<file path="src/rtl/motor_travel_ctrl.sv">
// rtl/motor_travel_ctrl.sv - shuttle motor travel controller: home -> end, dwell, end -> home
//
// Ports:
//   CLK        system clock
//   RSTn       asynchronous active-low reset
//   ir         raw async position sensors, ir[0] = home, ir[N_SENS-1] = end
//   sw         raw async start switch, rising edge starts one travel cycle
//   abort      synchronous level abort, forces FAULT from any other state
//   clr_fault  synchronous single-cycle fault clear (ignored while abort high)
//   dir        motor direction, 1 = forward, 0 = backward
//   en         motor enable
//   state      0 IDLE, 1 FWD, 2 DWELL, 3 BWD, 4 FAULT
//   pos        index of the last sensor seen blocked
//   fault      high while in FAULT
//
// Optional feature macro: MOTOR_SEQ_CHECK_EN enables sensor ordering checks.
module motor_travel_ctrl #(
    parameter int N_SENS        = 3,
    parameter int SYNC_STAGES   = 2,
    parameter int IR_ACTIVE_LOW = 1,
    parameter int DWELL_CYC     = 1000,
    parameter int TMO_W         = 24,
    parameter int TMO_CYC       = 10000000
) (
    input  logic                      CLK,
    input  logic                      RSTn,
    input  logic [N_SENS-1:0]         ir,
    input  logic                      sw,
    input  logic                      abort,
    input  logic                      clr_fault,
    output logic                      dir,
    output logic                      en,
    output logic [2:0]                state,
    output logic [$clog2(N_SENS)-1:0] pos,
    output logic                      fault
);

    localparam int POS_W = $clog2(N_SENS);
    localparam int DW_W  = (DWELL_CYC > 1) ? $clog2(DWELL_CYC) : 1;

    localparam logic [2:0] S_IDLE  = 3'd0;
    localparam logic [2:0] S_FWD   = 3'd1;
    localparam logic [2:0] S_DWELL = 3'd2;
    localparam logic [2:0] S_BWD   = 3'd3;
    localparam logic [2:0] S_FAULT = 3'd4;

    // Sensors are normalised to "1 = blocked" before synchronising, so every
    // synchroniser flop resets to 0 (unblocked / switch released) and no
    // edge can appear just because reset was released.
    logic [N_SENS-1:0] ir_blk;
    logic [N_SENS:0]   raw_vec;
    assign ir_blk  = (IR_ACTIVE_LOW != 0) ? ~ir : ir;
    assign raw_vec = {sw, ir_blk};

    logic [N_SENS:0] sync_q [SYNC_STAGES];
    logic [N_SENS:0] dly_q;
    logic [N_SENS:0] edge_q;

    always_ff @(posedge CLK or negedge RSTn) begin
        if (!RSTn) begin
            for (int s = 0; s < SYNC_STAGES; s++) sync_q[s] <= '0;
            dly_q  <= '0;
            edge_q <= '0;
        end else begin
            sync_q[0] <= raw_vec;
            for (int s = 1; s < SYNC_STAGES; s++) sync_q[s] <= sync_q[s-1];
            dly_q  <= sync_q[SYNC_STAGES-1];
            // Registered rise pulse: the FSM acts one edge later.
            edge_q <= sync_q[SYNC_STAGES-1] & ~dly_q;
        end
    end

    logic [N_SENS-1:0] blk_edge;
    logic              start_p;
    assign blk_edge = edge_q[N_SENS-1:0];
    assign start_p  = edge_q[N_SENS];

    logic [2:0]       state_q, state_d;
    logic             en_q, en_d, dir_q, dir_d, fault_q, fault_d;
    logic [POS_W-1:0] pos_q, pos_d;
    logic [TMO_W-1:0] tmo_q, tmo_d;
    logic [DW_W-1:0]  dwell_q, dwell_d;

    // Highest and lowest simultaneously blocked sensor.
    logic [POS_W-1:0] hi_idx, lo_idx;
    logic             any_edge;
    always_comb begin
        hi_idx   = '0;
        lo_idx   = '0;
        any_edge = |blk_edge;
        for (int k = 0; k < N_SENS; k++)
            if (blk_edge[k]) hi_idx = POS_W'(k);
        for (int k = N_SENS - 1; k >= 0; k--)
            if (blk_edge[k]) lo_idx = POS_W'(k);
    end

    logic seq_err_fwd, seq_err_bwd, start_bad;
`ifdef MOTOR_SEQ_CHECK_EN
    // A sensor may only be re-hit or be the next one in travel direction.
    always_comb begin
        seq_err_fwd = 1'b0;
        seq_err_bwd = 1'b0;
        for (int k = 0; k < N_SENS; k++) begin
            if (blk_edge[k]) begin
                if (k != int'(pos_q) && k != int'(pos_q) + 1) seq_err_fwd = 1'b1;
                if (k != int'(pos_q) && k != int'(pos_q) - 1) seq_err_bwd = 1'b1;
            end
        end
    end
    assign start_bad = (pos_q != '0);
`else
    assign seq_err_fwd = 1'b0;
    assign seq_err_bwd = 1'b0;
    assign start_bad   = 1'b0;
`endif

    logic tmo_hit;
    assign tmo_hit = (tmo_q == TMO_W'(TMO_CYC - 1));

    always_comb begin
        state_d = state_q;
        en_d    = en_q;
        dir_d   = dir_q;
        pos_d   = pos_q;
        fault_d = fault_q;
        tmo_d   = tmo_q;
        dwell_d = dwell_q;
        if (abort && state_q != S_FAULT) begin
            state_d = S_FAULT;
            en_d    = 1'b0;
            fault_d = 1'b1;
        end else begin
            case (state_q)
                S_IDLE: begin
                    en_d  = 1'b0;
                    dir_d = 1'b1;
                    if (start_p) begin
                        if (start_bad) begin
                            state_d = S_FAULT;
                            fault_d = 1'b1;
                        end else begin
                            state_d = S_FWD;
                            en_d    = 1'b1;
                            tmo_d   = '0;
                        end
                    end
                end
                S_FWD: begin
                    tmo_d = tmo_q + 1'b1;
                    if (any_edge) pos_d = hi_idx;
                    // Reaching the end sensor wins over a same-cycle timeout.
                    if (blk_edge[N_SENS-1]) begin
                        state_d = S_DWELL;
                        en_d    = 1'b0;
                        dwell_d = '0;
                    end else if (seq_err_fwd || tmo_hit) begin
                        state_d = S_FAULT;
                        en_d    = 1'b0;
                        fault_d = 1'b1;
                    end
                end
                S_DWELL: begin
                    if (dwell_q == DW_W'(DWELL_CYC - 1)) begin
                        state_d = S_BWD;
                        en_d    = 1'b1;
                        dir_d   = 1'b0;
                        tmo_d   = '0;
                    end else begin
                        dwell_d = dwell_q + 1'b1;
                    end
                end
                S_BWD: begin
                    tmo_d = tmo_q + 1'b1;
                    if (any_edge) pos_d = lo_idx;
                    if (blk_edge[0]) begin
                        state_d = S_IDLE;
                        en_d    = 1'b0;
                        dir_d   = 1'b1;
                    end else if (seq_err_bwd || tmo_hit) begin
                        state_d = S_FAULT;
                        en_d    = 1'b0;
                        fault_d = 1'b1;
                    end
                end
                S_FAULT: begin
                    en_d = 1'b0;
                    if (clr_fault && !abort) begin
                        state_d = S_IDLE;
                        dir_d   = 1'b1;
                        fault_d = 1'b0;
                    end
                end
                default: begin
                    state_d = S_IDLE;
                    en_d    = 1'b0;
                    dir_d   = 1'b1;
                    fault_d = 1'b0;
                end
            endcase
        end
    end

    always_ff @(posedge CLK or negedge RSTn) begin
        if (!RSTn) begin
            state_q <= S_IDLE;
            en_q    <= 1'b0;
            dir_q   <= 1'b1;
            pos_q   <= '0;
            fault_q <= 1'b0;
            tmo_q   <= '0;
            dwell_q <= '0;
        end else begin
            state_q <= state_d;
            en_q    <= en_d;
            dir_q   <= dir_d;
            pos_q   <= pos_d;
            fault_q <= fault_d;
            tmo_q   <= tmo_d;
            dwell_q <= dwell_d;
        end
    end

    assign state = state_q;
    assign en    = en_q;
    assign dir   = dir_q;
    assign pos   = pos_q;
    assign fault = fault_q;

endmodule

</file>
<file path="config.mk">
export PLATFORM = sky130hd
export DESIGN_NAME = motor_travel_ctrl
export DESIGN_NICKNAME = d
export VERILOG_FILES = /design/src/rtl/motor_travel_ctrl.sv
export SDC_FILE = /design/constraint.sdc
export NUM_CORES = 1
export LEC_CHECK = 0
export ABC_CLOCK_PERIOD_IN_PS = 2200
export BUFFER_PORTS_ARGS = -buffer_cell sky130_fd_sc_hd__clkbuf_2
export CORE_MARGIN = 2
export CORE_UTILIZATION = 46
export DETAILED_ROUTE_END_ITERATION = 6
export SYNTH_ARGS = -nofsm -noshare
export SYNTH_HDL_FRONTEND = slang
export SYNTH_SLANG_ARGS = --single-unit
export TNS_END_PERCENT = 20
</file>
<file path="constraint.sdc">
create_clock -name CLK -period 2.2 [get_ports CLK]
set_clock_uncertainty 0.1 [all_clocks]
set_input_delay 0.22 -clock CLK [delete_from_list [all_inputs] [get_ports CLK]]
set_output_delay 0.22 -clock CLK [all_outputs]
set_load 0.02 [all_outputs]
</file>
==> results.txt <==
Summing the sequential cell areas from Yosys gives 52.0% of the chip area. The worst setup path is launched from a flip-flop. Once layout is done, the placed cells without fillers occupy 3340 um2.

In this run the cell area of the synthesized design comes to 2790 um2. Dominant synthesized flop cell: dfrtp_1. Measured along the x axis, the die boundary spans 81.9 um.

The largest individual stage delay along the critical path comes from the cell or4_4. The endpoint identified for the worst register-to-register timing path is tmo_q[8]$_DFFE_PN0P_. Kind of critical path: flip-flop to flip-flop. The cell taking the most area after synthesis is dfrtp_1.

The global placer's final weighted congestion was 0.799; the leakage power of the design was 1.47 nW. TritonCTS built the clock tree. In this run the vertical extent of the chip is 81.9 um. The floorplan step defined a die boundary enclosing 6710 um2. The run gives 0 as the total DRC errors in the routed layout. Summed over all failing endpoints, the final setup total negative slack is 0 ns. The starting density of the core came out at 47.4%. The startpoint identified for the worst register-to-register timing path is dwell_q[1]$_DFFE_PN0P_. Entering global routing, the biggest net connects 28 pins.

The row count was 28; the slew at the pin closest to its max-slew limit was 0.639 ns. The share of synthesized area in the top cell type comes to 51.1%. Max-cap violations in this run came to 0. The flow ran to the end, and the final reports show no timing, DRC or antenna violations. In this run the worst path has a maximum fanout of 27.

In this run the deepest clock path goes through 2 buffers. The highest ir drop seen on vdd came out at 551 uV. Final hold violation count: 0. In this run the tightest slew margin relative to its limit is 57.4%. The core region is 5890 um2. The run gives 4 as the first-pass iteration count of the detailed router. For this design the ratio of total power to cell area is 753 nW/um2. The instance area after placement is 3030 um2. The number of nets handed over by synthesis was 309.

In this run the number of H-tree levels came out at 3. In the final design database the tool counted 345 nets. For the worst flop-to-flop path, the logic depth is 7. After synthesis the netlist holds a flip-flop and latch count of 58.

By area the synthesized netlist is led by dfrtp_1 (51%), o21ai_0 (5.0%), a21oi_1 (3.4%). For this run, the slowest stage of the critical path takes 0.57 ns. The most common cell after layout, fill and taps aside was dfrtp_1. Dividing the final minimum period by the clock period gives 94.4%. Once the clock tree was built, the resizer swapped 0 gates to a different size.

After the first detailed-routing iteration, the DRC count stood at 172. After technology mapping, the gate count stands at 299. Setup violations remaining at the end of the flow were counted as 0. The detailed router placed 2391 vias in this run. Dividing the detail-routed wire length by the instance count gives 15.2 um. The post-detailed-route count of antenna-violating nets was 0.

The later pin in the worst-skew pair is clocked with a latency of 0.34 ns. Yosys printed 0 warnings. The logs give 0 for the antenna diode count and 16 for the count of boundary I/O pins. Yosys mapped a number of flops with a built-in enable equal to 0. The tools report the number of antenna violations at the first check in global routing as 0.

Derived from the worst setup path, the maximum achievable clock frequency is 481 MHz. Traced cell by cell, the critical path runs through ha_1, nand2_2, or4_4, a21o_1, buf_12, o21ai_0, o21ai_1. Among cell families on the critical path, the largest total delay comes from simple AND/OR/NAND/NOR gates.

The tools report the clock tree root buffer cell as clkbuf_8. The number of vias per cell after detailed routing is 5.76, and the TritonCTS buffer count is 9. The tools report the capturing element type of the critical path as a flip-flop. The run gives 2183 as the via count of the first global-routing pass. Clock tree synthesis found a total of 58 sinks. The wire length after detailed routing is 6.30 mm, and the number of distinct library cells after synthesis is 44.

Relative to the synthesized area, the layout overhead comes to 19.6%. The first global-routing pass estimated 10.3 mm of wire. After clock tree synthesis, the clock-pin slew on the worst setup and hold paths is 0.07 ns. The worst hold-check path type was input pin to flip-flop.

Global routing used 20.7% of the available tracks. The worst hold path passes through 4 cells. The clock period minus worst slack is 2.08 ns. The startpoint identified for the worst hold timing path is clr_fault. The buffer and inverter count on the worst path is 1.

Across all register-to-register paths, the minimum setup slack is 0.12 ns. Overall overflow remaining after global route: 0. Cells with a size suffix above 1 make up 17.1% of the layout. In this run the mean area of a mapped cell was 9.34 um2. Max-slew violation total from the final report: 0. The HPWL after detailed placement is 4.21 mm. The tools report the data arrival time of the worst path as 2.20 ns. The library cells used most frequently in the layout, excluding fill and tap cells, are dfrtp_1 (57), o21ai_0 (28), nand2_1 (25).

For this run, asynchronously set or reset flops after synthesis account for 100%. The tools report the worst-case hold path end point as fault$_DFFE_PN0P_. The tools report the required time reported for the critical path endpoint as 2.32 ns. Core utilization of the finished layout: 56.7%. Setup repair after global routing left no endpoint under its margin. During placement, the flow inserted port buffers numbering 15.
[power by group]
group | total, W | switching, W | internal [W]
combinational | 0.000131 | 0.0000776 | 0.0000530
sequential | 0.00115 | 0.0000397 | 0.00111
clock | 0.00123 | 0.000471 | 0.000761
[stage by stage]
step	setup WS (ns)	cells	total power (W)	hold slack (ns)
after floorplan	0.125	299	0.00123	-0.176
after global placement	0.171	393	0.00129	0.164
after detailed placement	0.117	393	0.00130	0.167
after CTS	0.0981	414	0.00253	0.188
after global routing	0.00245	415	0.00260	0.236
final	0.123	415	0.00251	0.190
[registers in the layout (all words and copies together) (netlist names)]
name     cells
dir          1
dly_q        4
fault        1
state        3
sync_q       8
pos          2
dwell_q     10
tmo_q       24
en           1
edge_q       4
[cell usage after synthesis (all sizes together) (2+ instances only)]
cell,count
dfrtp,57
o21ai,42
nand2,26
nor2,23
a21oi,20
nand3,18
nand4,13
inv,11
or3,9
nor3,8
and3,7
clkbuf,7
buf,6
nor2b,6
nor4,6
a31oi,5
o31ai,5
nand2b,4
o22ai,3
a21boi,2
a22o,2
ha,2
or2,2
or4b,2
xnor2,2
[per-layer routing]
metal,track usage (%),up-vias,routed length (um)
met5,0,-,0
met4,11.0,0,134
met3,4.51,13,234
met2,32.2,48,2990
met1,26.9,1172,2940
li1,-,1158,-
[worst min-delay path, stage by stage]
cell and delay (ns):
clkbuf_2 0.07, nor3_1 0.04, nor3b_1 0.18, a211oi_1 0.07
[cell families after synthesis]
logic type / after synthesis / synth area share [%]
and+or+nand+nor: 129 / 24.8
AOI/OAI and AO/OA: 82 / 16.6
DFF: 58 / 52.0
buffers and inverters: 24 / 4.39
xor gates and xnor gates: 3 / 0.941
adders and majority gates: 2 / 0.896
muxes: 1 / 0.358
[final cells by class]
cell class | count | area (um2)
clock buffer | 9 | 124
inverter | 11 | 41.3
fill | 526 | 2550
timing repair buffer | 38 | 285
multi-input combinational | 217 | 1220
sequential | 58 | 1450
tap | 75 | 93.8
clock inverter | 7 | 125
[how the worst max path moves through the flow]
stage	from	slack [ns]	cells after the start	endpoint
floorplan	dwell_q[0]$_DFFE_PN0P_	0.13	8	tmo_q[19]$_DFFE_PN0P_
global placement	dwell_q[0]$_DFFE_PN0P_	0.17	7	tmo_q[19]$_DFFE_PN0P_
detailed placement	dwell_q[0]$_DFFE_PN0P_	0.12	7	tmo_q[3]$_DFFE_PN0P_
CTS	dwell_q[0]$_DFFE_PN0P_	0.1	7	tmo_q[8]$_DFFE_PN0P_
global route	dwell_q[1]$_DFFE_PN0P_	0.002	7	tmo_q[11]$_DFFE_PN0P_
finish	dwell_q[1]$_DFFE_PN0P_	0.12	7	tmo_q[8]$_DFFE_PN0P_
[repair_timing]
item	4_1_cts	5_1_grt
hold buffers	5	0
setup buffers	0	1
endpoints found under the setup margin	0	4
endpoints found under the hold margin	24	0
Power figures use the tool's default switching activity.
